### src/rtl/dma_cfg_sequencer.sv
// Expands one DMA transfer command into the ordered AXI-Lite register writes
// for an AXI DMA core, pacing each write on the controller's lite_valid/lite_end handshake.
module dma_cfg_sequencer #(
  parameter int unsigned LEN_W   = 26,
  parameter int unsigned TIMEOUT = 1024
) (
  input  logic             clk,
  input  logic             rst,
  input  logic             cmd_valid,
  output logic             cmd_ready,
  input  logic [31:0]      cmd_src_addr,
  input  logic [31:0]      cmd_dst_addr,
  input  logic [LEN_W-1:0] cmd_len,
  input  logic [1:0]       cmd_mode,
  output logic [9:0]       lite_awaddr,
  output logic [31:0]      lite_wdata,
  output logic             lite_valid,
  input  logic             lite_end,
  output logic             busy,
  output logic             cfg_done,
  output logic             cfg_err
);

  localparam int unsigned TMO_W = $clog2(TIMEOUT);
  localparam logic [TMO_W-1:0] TMO_LAST = TMO_W'(TIMEOUT - 1);

  typedef enum logic [2:0] {
    S_IDLE  = 3'd0,
    S_ISSUE = 3'd1,
    S_WAIT  = 3'd2,
    S_DONE  = 3'd3,
    S_ERR   = 3'd4
  } state_e;

  state_e             state_q, state_d;
  logic [31:0]        src_q, src_d, dst_q, dst_d;
  logic [LEN_W-1:0]   len_q, len_d;
  logic               mm2s_q, mm2s_d;
  logic [2:0]         step_q, step_d;
  logic [TMO_W-1:0]   tmo_q, tmo_d;
  logic               last_step_s;
  logic [2:0]         next_step_s;

  logic               cmd_ready_q, cmd_ready_d, busy_q, busy_d;
  logic               lite_valid_q, lite_valid_d, cfg_done_q, cfg_done_d, cfg_err_q, cfg_err_d;
  logic [9:0]         lite_awaddr_q, lite_awaddr_d;
  logic [31:0]        lite_wdata_q, lite_wdata_d;

  // Steps 0..2 program S2MM, 3..5 program MM2S; length is the last write of each channel.
  function automatic logic [9:0] step_addr(input logic [2:0] step);
    case (step)
      3'd0:    return 10'h030;
      3'd1:    return 10'h048;
      3'd2:    return 10'h058;
      3'd3:    return 10'h000;
      3'd4:    return 10'h018;
      3'd5:    return 10'h028;
      default: return 10'h000;
    endcase
  endfunction

  function automatic logic [31:0] step_data(input logic [2:0] step, input logic [31:0] src,
                                            input logic [31:0] dst, input logic [31:0] len);
    case (step)
      3'd0, 3'd3: return 32'h0000_0001;
      3'd1:       return dst;
      3'd2, 3'd5: return len;
      3'd4:       return src;
      default:    return 32'h0000_0000;
    endcase
  endfunction

  // An S2MM-only command ends after step 2; otherwise step 2 falls through into MM2S.
  assign last_step_s = (step_q == 3'd5) || ((step_q == 3'd2) && !mm2s_q);
  assign next_step_s = step_q + 3'd1;

  // State and command-datapath register.
  always_ff @(posedge clk) begin
    if (rst) begin
      state_q <= S_IDLE;
      src_q   <= 32'h0;
      dst_q   <= 32'h0;
      len_q   <= '0;
      mm2s_q  <= 1'b0;
      step_q  <= 3'd0;
      tmo_q   <= '0;
    end else begin
      state_q <= state_d;
      src_q   <= src_d;
      dst_q   <= dst_d;
      len_q   <= len_d;
      mm2s_q  <= mm2s_d;
      step_q  <= step_d;
      tmo_q   <= tmo_d;
    end
  end

  // Next-state and datapath update.
  always_comb begin
    state_d = state_q;
    src_d   = src_q;
    dst_d   = dst_q;
    len_d   = len_q;
    mm2s_d  = mm2s_q;
    step_d  = step_q;
    tmo_d   = tmo_q;
    case (state_q)
      S_IDLE: begin
        if (cmd_valid) begin
          src_d  = cmd_src_addr;
          dst_d  = cmd_dst_addr;
          len_d  = cmd_len;
          mm2s_d = cmd_mode[0];
          if ((cmd_len == '0) || (cmd_mode == 2'b00)) begin
            state_d = S_ERR;
          end else begin
            state_d = S_ISSUE;
            step_d  = cmd_mode[1] ? 3'd0 : 3'd3;
          end
        end else begin
          state_d = S_IDLE;
        end
      end
      S_ISSUE: begin
        state_d = S_WAIT;
        tmo_d   = '0;
      end
      S_WAIT: begin
        // lite_end takes priority over a timeout expiring in the same cycle.
        if (lite_end) begin
          if (last_step_s) begin
            state_d = S_DONE;
          end else begin
            state_d = S_ISSUE;
            step_d  = next_step_s;
          end
        end else if (tmo_q == TMO_LAST) begin
          state_d = S_ERR;
        end else begin
          tmo_d = tmo_q + TMO_W'(1);
        end
      end
      S_DONE:  state_d = S_IDLE;
      S_ERR:   state_d = S_IDLE;
      default: state_d = S_IDLE;
    endcase
  end

  // Outputs decoded from the next state so they come straight off flops.
  always_comb begin
    cmd_ready_d   = (state_d == S_IDLE);
    busy_d        = (state_d != S_IDLE);
    lite_valid_d  = (state_d == S_ISSUE);
    cfg_done_d    = (state_d == S_DONE);
    cfg_err_d     = (state_d == S_ERR);
    lite_awaddr_d = lite_awaddr_q;
    lite_wdata_d  = lite_wdata_q;
    if (state_d == S_ISSUE) begin
      lite_awaddr_d = step_addr(step_d);
      lite_wdata_d  = step_data(step_d, src_d, dst_d, 32'(len_d));
    end else begin
      lite_awaddr_d = lite_awaddr_q;
      lite_wdata_d  = lite_wdata_q;
    end
  end

  // Output register.
  always_ff @(posedge clk) begin
    if (rst) begin
      cmd_ready_q   <= 1'b1;
      busy_q        <= 1'b0;
      lite_valid_q  <= 1'b0;
      cfg_done_q    <= 1'b0;
      cfg_err_q     <= 1'b0;
      lite_awaddr_q <= 10'h000;
      lite_wdata_q  <= 32'h0;
    end else begin
      cmd_ready_q   <= cmd_ready_d;
      busy_q        <= busy_d;
      lite_valid_q  <= lite_valid_d;
      cfg_done_q    <= cfg_done_d;
      cfg_err_q     <= cfg_err_d;
      lite_awaddr_q <= lite_awaddr_d;
      lite_wdata_q  <= lite_wdata_d;
    end
  end

  assign cmd_ready   = cmd_ready_q;
  assign busy        = busy_q;
  assign lite_valid  = lite_valid_q;
  assign cfg_done    = cfg_done_q;
  assign cfg_err     = cfg_err_q;
  assign lite_awaddr = lite_awaddr_q;
  assign lite_wdata  = lite_wdata_q;

endmodule
### config.mk
export PLATFORM = sky130hd
export DESIGN_NAME = dma_cfg_sequencer
export DESIGN_NICKNAME = d
export VERILOG_FILES = /design/src/rtl/dma_cfg_sequencer.sv
export SDC_FILE = /design/constraint.sdc
export NUM_CORES = 1
export LEC_CHECK = 0
export CAP_MARGIN = 0
export CORE_MARGIN = 5
export CORE_UTILIZATION = 42
export CTS_CLUSTER_DIAMETER = 60
export DETAILED_ROUTE_END_ITERATION = 6
export GPL_TIMING_DRIVEN = 0
export PLACE_DENSITY = 0.76
export SYNTH_ARGS = -nofsm -noshare
export SYNTH_HDL_FRONTEND = slang
export SYNTH_SLANG_ARGS = --single-unit
### constraint.sdc
create_clock -name clk -period 7.4 [get_ports clk]
set_clock_uncertainty 0.2 [all_clocks]
set_input_delay 1.85 -clock clk [delete_from_list [all_inputs] [get_ports clk]]
set_output_delay 1.85 -clock clk [all_outputs]
set_load 0.02 [all_outputs]
# Word-level counts from Yosys, hierarchy flattened
# Cells that the tools add are included.
[word_totals]
out_inout_bits = 47
input_bits = 96
elab_cells = 69
register_bits = 154
[classes]
reduce_logical = 15
addsub = 2
n_mux = 23
n_eq_ne = 15
[op_table]
columns = ["op", "n"]
rows = [
  ["2-to-1 mux 32 bit", 4],
  ["one-hot mux 32 bit (4 select lines)", 1],
  ["2-to-1 mux 26 bit", 2],
  ["one-hot mux 7 bit (5 select lines)", 1],
  ["logical NOT 26 bit", 1],
  ["2-to-1 mux 3 bit", 8],
  ["2-to-1 mux 10 bit", 2],
  ["one-hot mux 10 bit (2 select lines)", 1],
  ["== test 3 x 2 -> 1 bit, second input constant", 5],
  ["== test 3 bit, second input constant", 4],
  ["adder 10 x 1 -> 10 bit, second input constant", 1],
  ["== test 10 bit, second input constant", 1],
  ["== test 3 x 1 -> 1 bit, second input constant", 3],
  ["logical NOT 3 bit", 3],
  ["one-hot mux 3 bit (3 select lines)", 1],
  ["one-hot mux 3 bit (2 select lines)", 1],
  ["2-to-1 mux 2 bit", 2],
  ["inequality test 2 bit, second input constant", 2],
  ["OR reduction 2 bit", 2],
  ["adder 3 x 1 -> 3 bit, second input constant", 1],
  ["AND reduction 3 bit", 1],
  ["nonzero test 3 bit", 1],
  ["logical NOT 2 bit", 1],
  ["logical OR 1 bit", 2],
  ["4 further kinds", 4],
]

# Longest topological paths before layout
[depth]
ltp_word = 9
ltp_mapped = 10
ltp_nobuf = 9

# Worst setup path before layout
# OpenSTA, ideal clock, no wires.
[synth_timing]
path_type = "input to register"
from = "in cmd_valid"
to = "reg lite_wdata_q[18], in the netlist lite_wdata[18]"
required_time_ps = 7077
t_arrival_ps = 3475
setup_ps = 123
stages = 6
path_slack_ps = 3602
path_buffers = 2
path_cell_list = "nor4b_4 buf_2 buf_1 mux2_2 a222oi_1 o21ai_1"
[synth_between]
elab_chain_len = 5
elab_cells_between_ends = 20
classes_between = "6 x eq/ne; 11 x mux; 3 x reduce/logical"
[synth_rtl]
columns = ["element", "line", "text"]
rows = [
  ["start, declared", "9", "input logic cmd_valid,"],
  ["2-to-1 mux 3 bit", "109", "if (cmd_valid) begin"],
  ["one-hot mux 3 bit (2 select lines)", "107", "case (state_q)"],
  ["== test 3 x 2 -> 1 bit (tied with other cells)", "64", "case (step)"],
  ["OR reduction 2 bit", "64", ""],
  ["one-hot mux 32 bit (4 select lines)", "64", ""],
  ["end signal, assigned", "184", "lite_wdata_q <= lite_wdata_d;"],
  ["end, declared", "47", "logic [31:0] lite_wdata_q, lite_wdata_d;"],
]
# Parallel ways exist; a longest one is shown, timed or not.
# A chain may end at the register's enable or synchronous reset.

# Worst setup path in the final report
[layout_timing]
from = "in cmd_len[11]"
to = "reg lite_wdata_q[9], in the netlist lite_wdata[9]"
[layout_between]
elab_chain_len = 8
elab_cells_between_ends = 18
classes_between = "6 x eq/ne; 7 x mux; 5 x reduce/logical"
[layout_rtl]
columns = ["element", "line", "text"]
rows = [
  ["start, declared", "13", "input logic [LEN_W-1:0] cmd_len,"],
  ["logical NOT 26 bit (*)", "114", "if ((cmd_len == '0) || (cmd_mode == 2'b00)) begin"],
  ["logical OR 1 bit (*)", "114", ""],
  ["2-to-1 mux 3 bit", "114", ""],
  ["2-to-1 mux 3 bit", "109", ""],
  ["one-hot mux 3 bit (2 select lines)", "107", ""],
  ["== test 3 x 2 -> 1 bit (tied with other cells)", "64", ""],
  ["OR reduction 2 bit", "64", ""],
  ["one-hot mux 32 bit (4 select lines)", "64", ""],
]
# Mark *: on every way between the ends. The rest lies on a longest branch, timed or not.

==> qor.yml <==
areaGrowthSynthToFinish_pct: 35.3
viasPerCell: 5.30
die_width_um: 133
ys_ff_latch: 148
post_cts.repair.setup_buffers: 0
dpl-instance-area_mm2: 0.00797
rsz0062_at_grt: "no"
synth_cell_types: 61
antenna_left: 0
tightest_slew_ns: 0.815
cts_hold_buffers: 0
r2r-end: "lite_wdata[9]"
path_cells: "clkdlybuf4s50_1, nor4_1, nand4_1, o221ai_2, and2_1, buf_2, nor2_1, nand2_1, buf_2, o21ai_1"
io_pins: 143
tritoncts: "built"
fmax_ghz: 0.218
port-buffer-count: 136
ff2ff_path_depth: 10
finalHoldViolations: 0
synthFlopType: "dfxtp_1"
antenna_cells: 0
setup_viol: 0
clock_sinks: 148
maxCapViolCount: 0
slowest_stage: "clkdlybuf4s50_1"
final_cell_mix: "dfxtp_1 (148), clkdlybuf4s50_1 (136), and2_1 (80)"
nNetsFinal: 873
clk_pin_slew_worst_paths_ns: 0.06
min_period_ns: 4.58
synth_area_mm2: 0.00635
cp_slowest_stage_delay_ns: 0.45
grt_max_degree: 17
cp.arrival_ns: 4.68
final_util_pct: 57.1
min_to: "lite_wdata[5]"
period_share_pct: 61.9
clockRootBuffer: "clkbuf_16"
peakVddDrop_v: 0.000172
synth_edf_count: 0
final_area_mm2: 0.00859
drt-pass1-iter-count: 7
gp_congestion: 0.879
track_usage_pct: 19.7
crit_path_start_kind: "input port"
die_area_mm2: 0.0177
rrSetupSlack_ns: 4.23
drt_iter0_drc: 399
grt_pass1_wl_um: 27400
syn_avg_cell_area_um2: 10.4
p_per_area_mw_per_mm2: 242
violations: "DRC"
grt_pass1_vias: 5258
wl_per_cell_um: 17.7
clk_latency_ns: 0.42
grt_overflow: 0
end_kind: "register"
antenna_found_initial: 1
row_count: 45
synth.yosys.seq_area_share_pct: 46.7
setup_tns_ns: 0
crit_required_ns: 7.50
crit_family: "simple AND/OR/NAND/NOR gates"
cpMostUsedCell: "buf_2"
initial_utilization_pct: 42.2
regToRegStartpoint: "step_q[0]"
critPathKind: "input port to register"
relSlewSlack_pct: 45.2
cts.htree.levels: 4
nFillCells: 1299
crit_fanout: 10
synth_warnings: 0
crit_buf_inv: 3
syn_inst: 613
drive_gt1_share_pct: 18.8
min-delay-start: "lite_wdata[5]"
cts.path.max_buffers: 2
fp.dieH_um: 133
ys_async_sr_fraction_pct: 0
status: "finished, violations left"
p_leak_nw: 3.26
hold_class: "register to register"
wl_um: 17200
hold_depth: 2
via_count: 5167
layout_commonest_cell: "dfxtp_1"
cts-resized-gates: 0
hpwl_um: 12600
maxSlewViolCount: 0
core_area_mm2: 0.0150
cts_buffers: 17
finalPower_mw: 2.08
drc: 3
-- cells in the mapped netlist, drive strengths merged, types with 2 or more instances --
master / number / area share [%]
o22ai: 8 / 0.79
nand3: 8 / 0.83
ha: 4 / 0.79
mux2i: 15 / 2.4
or3: 3 / 0.30
nor2b: 2 / 0.20
nor2: 42 / 2.7
clkbuf: 14 / 0.83
xnor2: 5 / 0.69
inv: 6 / 0.35
nor4b: 2 / 0.51
nand2: 42 / 2.6
a22oi: 4 / 0.69
nand4b: 2 / 0.51
dfxtp: 148 / 47
a32oi: 2 / 0.28
xor2: 3 / 0.41
nor3: 3 / 0.24
a211oi: 2 / 0.24
nor3b: 2 / 0.24
a21oi: 13 / 1.0
mux2: 77 / 14
o21ai: 33 / 2.6
a222oi: 25 / 3.9
buf: 28 / 2.8
nand2b: 3 / 0.30
nor4: 8 / 1.0
and2: 80 / 7.9
nand4: 6 / 0.59
or2: 2 / 0.20
a22o: 6 / 0.83
-- worst reg2reg max path: stages, from the launching register on --
cell	delay [ns]
dfxtp_1	0.43
inv_1	0.17
ha_1	0.20
or3b_1	0.43
nand3_4	0.15
mux2_4	0.34
a2bb2oi_4	0.24
nand2_1	0.12
nand2_1	0.32
buf_2	0.34
o21ai_1	0.11
-- metal layers --
metal / share of wire (%) / wire [um] / global-route usage, % / vias up
met3: 5.9 / 1010 / 5.78 / 28
met5: 0.076 / 13 / 0 / -
met2: 48 / 8260 / 33.1 / 172
li1: - / - / - / 2505
met1: 44 / 7610 / 24.3 / 2460
met4: 1.8 / 307 / 6.00 / 2
-- report_power, final --
group	total, mW	internal (mW)	switching (mW)
sequential	0.858	0.844	0.0146
clock	0.899	0.574	0.325
combinational	0.324	0.166	0.157
-- registers in the layout, indices dropped and copies added, names as in the netlist --
register / flops
tmo_q: 10
cmd_ready: 1
src_q: 32
cfg_done: 1
len_q: 26
step_q: 3
busy: 1
lite_valid: 1
mm2s_q: 1
dst_q: 32
lite_wdata: 32
cfg_err: 1
lite_awaddr: 4
state_q: 3
-- cells by family after synthesis --
family / share of synthesized area, %
AND/OR/NAND/NOR: 18.6
flip-flops: 46.7
AO/OA/AOI/OAI: 12.6
multiplexers: 16.1
buffers and inverters: 4.02
XOR/XNOR: 1.10
adder cells (fa/ha/maj): 0.788
other: 0.0591
-- area by class of cell --
class | instances | area [um2] | area share (%)
multi-input combinational | 422 | 3150 | 36.7
sequential | 148 | 2960 | 34.5
timing repair buffer | 136 | 1360 | 15.9
clock buffer | 24 | 502 | 5.84
tap | 188 | 235 | 2.74
buffer | 42 | 233 | 2.71
clock inverter | 8 | 121 | 1.41
inverter | 6 | 22.5 | 0.262
-- metrics by stage --
| stage | std cells | setup slack, ns | hold WS [ns] |
|---|---|---|---|
| 2_1_floorplan | 618 | 3.60 | 0.250 |
| 3_3_place_gp | 942 | 2.46 | 0.238 |
| 3_5_place_dp | 942 | 2.41 | 0.242 |
| 4_1_cts | 974 | 2.84 | 0.251 |
| 5_1_grt | 974 | 2.62 | 0.267 |
| 6_report | 974 | 2.82 | 0.247 |
-- worst max-delay path by stage --
| stage | start | endpoint | slack (ns) | cells past startpoint |
|---|---|---|---|---|
| 2_1_floorplan | cmd_valid | lite_wdata[18] | 3.60 | 6 |
| 3_3_place_gp | cmd_len[11] | lite_wdata[11] | 2.46 | 10 |
| 3_5_place_dp | cmd_len[11] | lite_wdata[16] | 2.41 | 10 |
| 4_1_cts | cmd_len[11] | lite_wdata[16] | 2.84 | 10 |
| 5_1_grt | cmd_len[11] | lite_wdata[12] | 2.62 | 10 |
| 6_report | cmd_len[11] | lite_wdata[9] | 2.82 | 10 |
(Power assumes the default switching activity.)
==> RTL change (same flow settings) <==
The parameter `TIMEOUT` goes from 1024 to 4096.
--- a/src/rtl/dma_cfg_sequencer.sv
+++ b/src/rtl/dma_cfg_sequencer.sv
@@ -2,7 +2,7 @@
 // for an AXI DMA core, pacing each write on the controller's lite_valid/lite_end handshake.
 module dma_cfg_sequencer #(
   parameter int unsigned LEN_W   = 26,
-  parameter int unsigned TIMEOUT = 1024
+  parameter int unsigned TIMEOUT = 4096
 ) (
   input  logic             clk,
   input  logic             rst,
Function: same outputs for any inputs over 10 cycles, from zero or initial values and one cycle with rst high; that may be too few to reach the edited logic, so the function may still have changed.
==> RTL change against the unedited design <==
Worst setup slack lost 380 ps. Design area shrank 1.5%. Largest power group is now registers. Power shrank 1.4%. Synthesized cell count grew 0.82%. Non-clock buffer count grew 6. Sequential cell count grew 2. Area after synthesis shrank 1.4%. Routed wire length grew 4.6%. Highest routed layer is now met4. Sequential share of layout area grew 1.0 points. Fmax shrank 7.7%. Combinational power shrank 3%. Critical endpoint is now lite_wdata[23]$_SDFFE_PP0P_. Largest cell class is now registers.
==> RTL change: results (changes against the unedited design) <==
- The post-synthesis sequential area ratio is 0.479 (+0.0128).
- The total of warnings raised by yosys is 0 (unchanged).
- The number of iterations in the first detailed-routing pass is 5 (-2).
- The global routing met2 resource utilization is 0.328 (-0.00280).
- On the critical path, the stage with the largest delay is an instance of sky130_fd_sc_hd__a21oi_2.
- The total met2 wirelength after detailed routing is 8.68 mm (+5.2%).
- The origin of the worst setup path is cmd_len[1].
- After synthesis, the most frequently instantiated cells are 150 x sky130_fd_sc_hd__dfxtp_1, 117 x sky130_fd_sc_hd__nor2_1, 90 x sky130_fd_sc_hd__mux2i_1, 43 x sky130_fd_sc_hd__nand2_1, 25 x sky130_fd_sc_hd__o32a_1.
- The number of filler instances in the final layout is 1221 (-6.0%).
- The largest incremental delay on the critical path is 480 ps (+30 ps).
- Ranked by total cell area, the synthesized netlist is headed by sky130_fd_sc_hd__dfxtp_1 48%, sky130_fd_sc_hd__mux2i_1 14%, sky130_fd_sc_hd__nor2_1 7.0%.
- The cell-internal power is 1.52 mW (-3.8%).
- The global placer's final weighted congestion is 0.883 (+0.44%).
- The mean instance size in the synthesized netlist is 10.1 um2 (-2.2%).
- The startpoint of the most critical hold path is lite_awaddr[4]$_SDFFE_PP0P_.
- For the worst-skew pair, the clock arrives at the later sink with an insertion delay of approximately 430 ps.
- The wire length of the first global-routing pass is 28.5 mm (+4.2%).
- The worst register-to-register path begins at step_q[0]$_SDFF_PP0_.
- The number of different library cells in the post-synthesis netlist came to 60 (-1.6%).
- The data arrival at the endpoint of the critical path is 5110 ps (+430 ps).
- The maximum vdd ir drop is 0.170 mV (-1.1%).
- The met3 demand-to-capacity share in global routing came to 0.0599 (+0.00213).
- The normalized max-slew margin is 0.462 (+0.00915).
- The post-placement worst setup slack is 2010 ps (-398 ps).
- The wire length per cell is 18.5 um (+4.6%).
- The total half-perimeter wirelength after legalization and detailed placement came to 13.5 mm (+7.0%).
- The commonest register cell after synthesis is sky130_fd_sc_hd__dfxtp_1.
- The vias per cell was 5.52 (+4.1%).
- The sum of routed wire segments on met1 was 7.55 mm (-0.88%).
- The ratio of cells with drive above 1 in the final layout came to 0.103 (-0.0856).
- The met3 wirelength from detailed routing was 1.30 mm (+29%).
- The run finished with clean final reports.
- The post-layout net count is 877 (+0.46%).
- The leakage power figure was 3.23 nW (-0.86%).
- The via count of the first global-routing pass came to 5506 (+4.7%).
- The via count of the routed design is 5380 (+4.1%).
- After detailed routing, no signal wire sits above met4.
- The violation count after the first detailed-route iteration was 286 (-28%).
- The met1 track demand over resource was 0.253 (+0.0100).
- The combined global-route utilization of all metal layers is 0.202 (+0.00573).
- The number of buffers inserted by port buffering came to 135 (-0.74%).
## RTL change: area by class of cell
type	instances	area [um2]	area share
clock buffer	21	470	0.0556
antenna	1	2.50	0.000296
tap	184	230	0.0272
inverter	5	18.8	0.00222
buffer	49	269	0.0318
multi-input combinational	419	2990	0.354
timing repair buffer	135	1350	0.160
clock inverter	10	120	0.0142
sequential	150	3000	0.355
## RTL change: worst paths after layout
path                            slack, ps                           to  depth (start not counted)
worst max register to register       4010  lite_wdata[23]$_SDFFE_PP0P_                         10
worst min register to register        260  lite_awaddr[4]$_SDFFE_PP0P_                          2
worst max-delay path                 2440  lite_wdata[23]$_SDFFE_PP0P_                         10
worst min-delay path                  260  lite_awaddr[4]$_SDFFE_PP0P_                          2
## RTL change: per-stage QoR
stage               power [mW]  hold WS (ps)  area [um2]  utilization
floorplan                 1.07           240        6280            -
global placement          1.19           252        7860        0.539
detailed placement        1.20           252        7860        0.539
CTS                       2.06           262        8450        0.580
global route              2.13           281        8460        0.580
finish                    2.05           259        8460        0.580
## RTL change: cell families (layout without fill, tap and decap cells)
kind of cell             count (synthesis)  count (layout)  synth area share
AND/OR/NAND/NOR                        208             208             0.151
flip-flops                             150             150             0.479
AO/OA/AOI/OAI                           99              99             0.153
multiplexers                            91              91             0.147
buffers and inverters                   54             220            0.0459
XOR/XNOR                                11              11            0.0154
adder cells (fa/ha/maj)                  4               4           0.00799
other                                    1               7          0.000599
## RTL change: power groups by stage
stage                     sequential [mW]  combinational (mW)  clock (mW)
after floorplan                     0.894               0.180           0
after global placement              0.888               0.304           0
after global routing                0.876               0.337       0.913
after detailed placement            0.889               0.311           0
final                               0.872               0.313       0.866
after CTS                           0.872               0.313       0.877
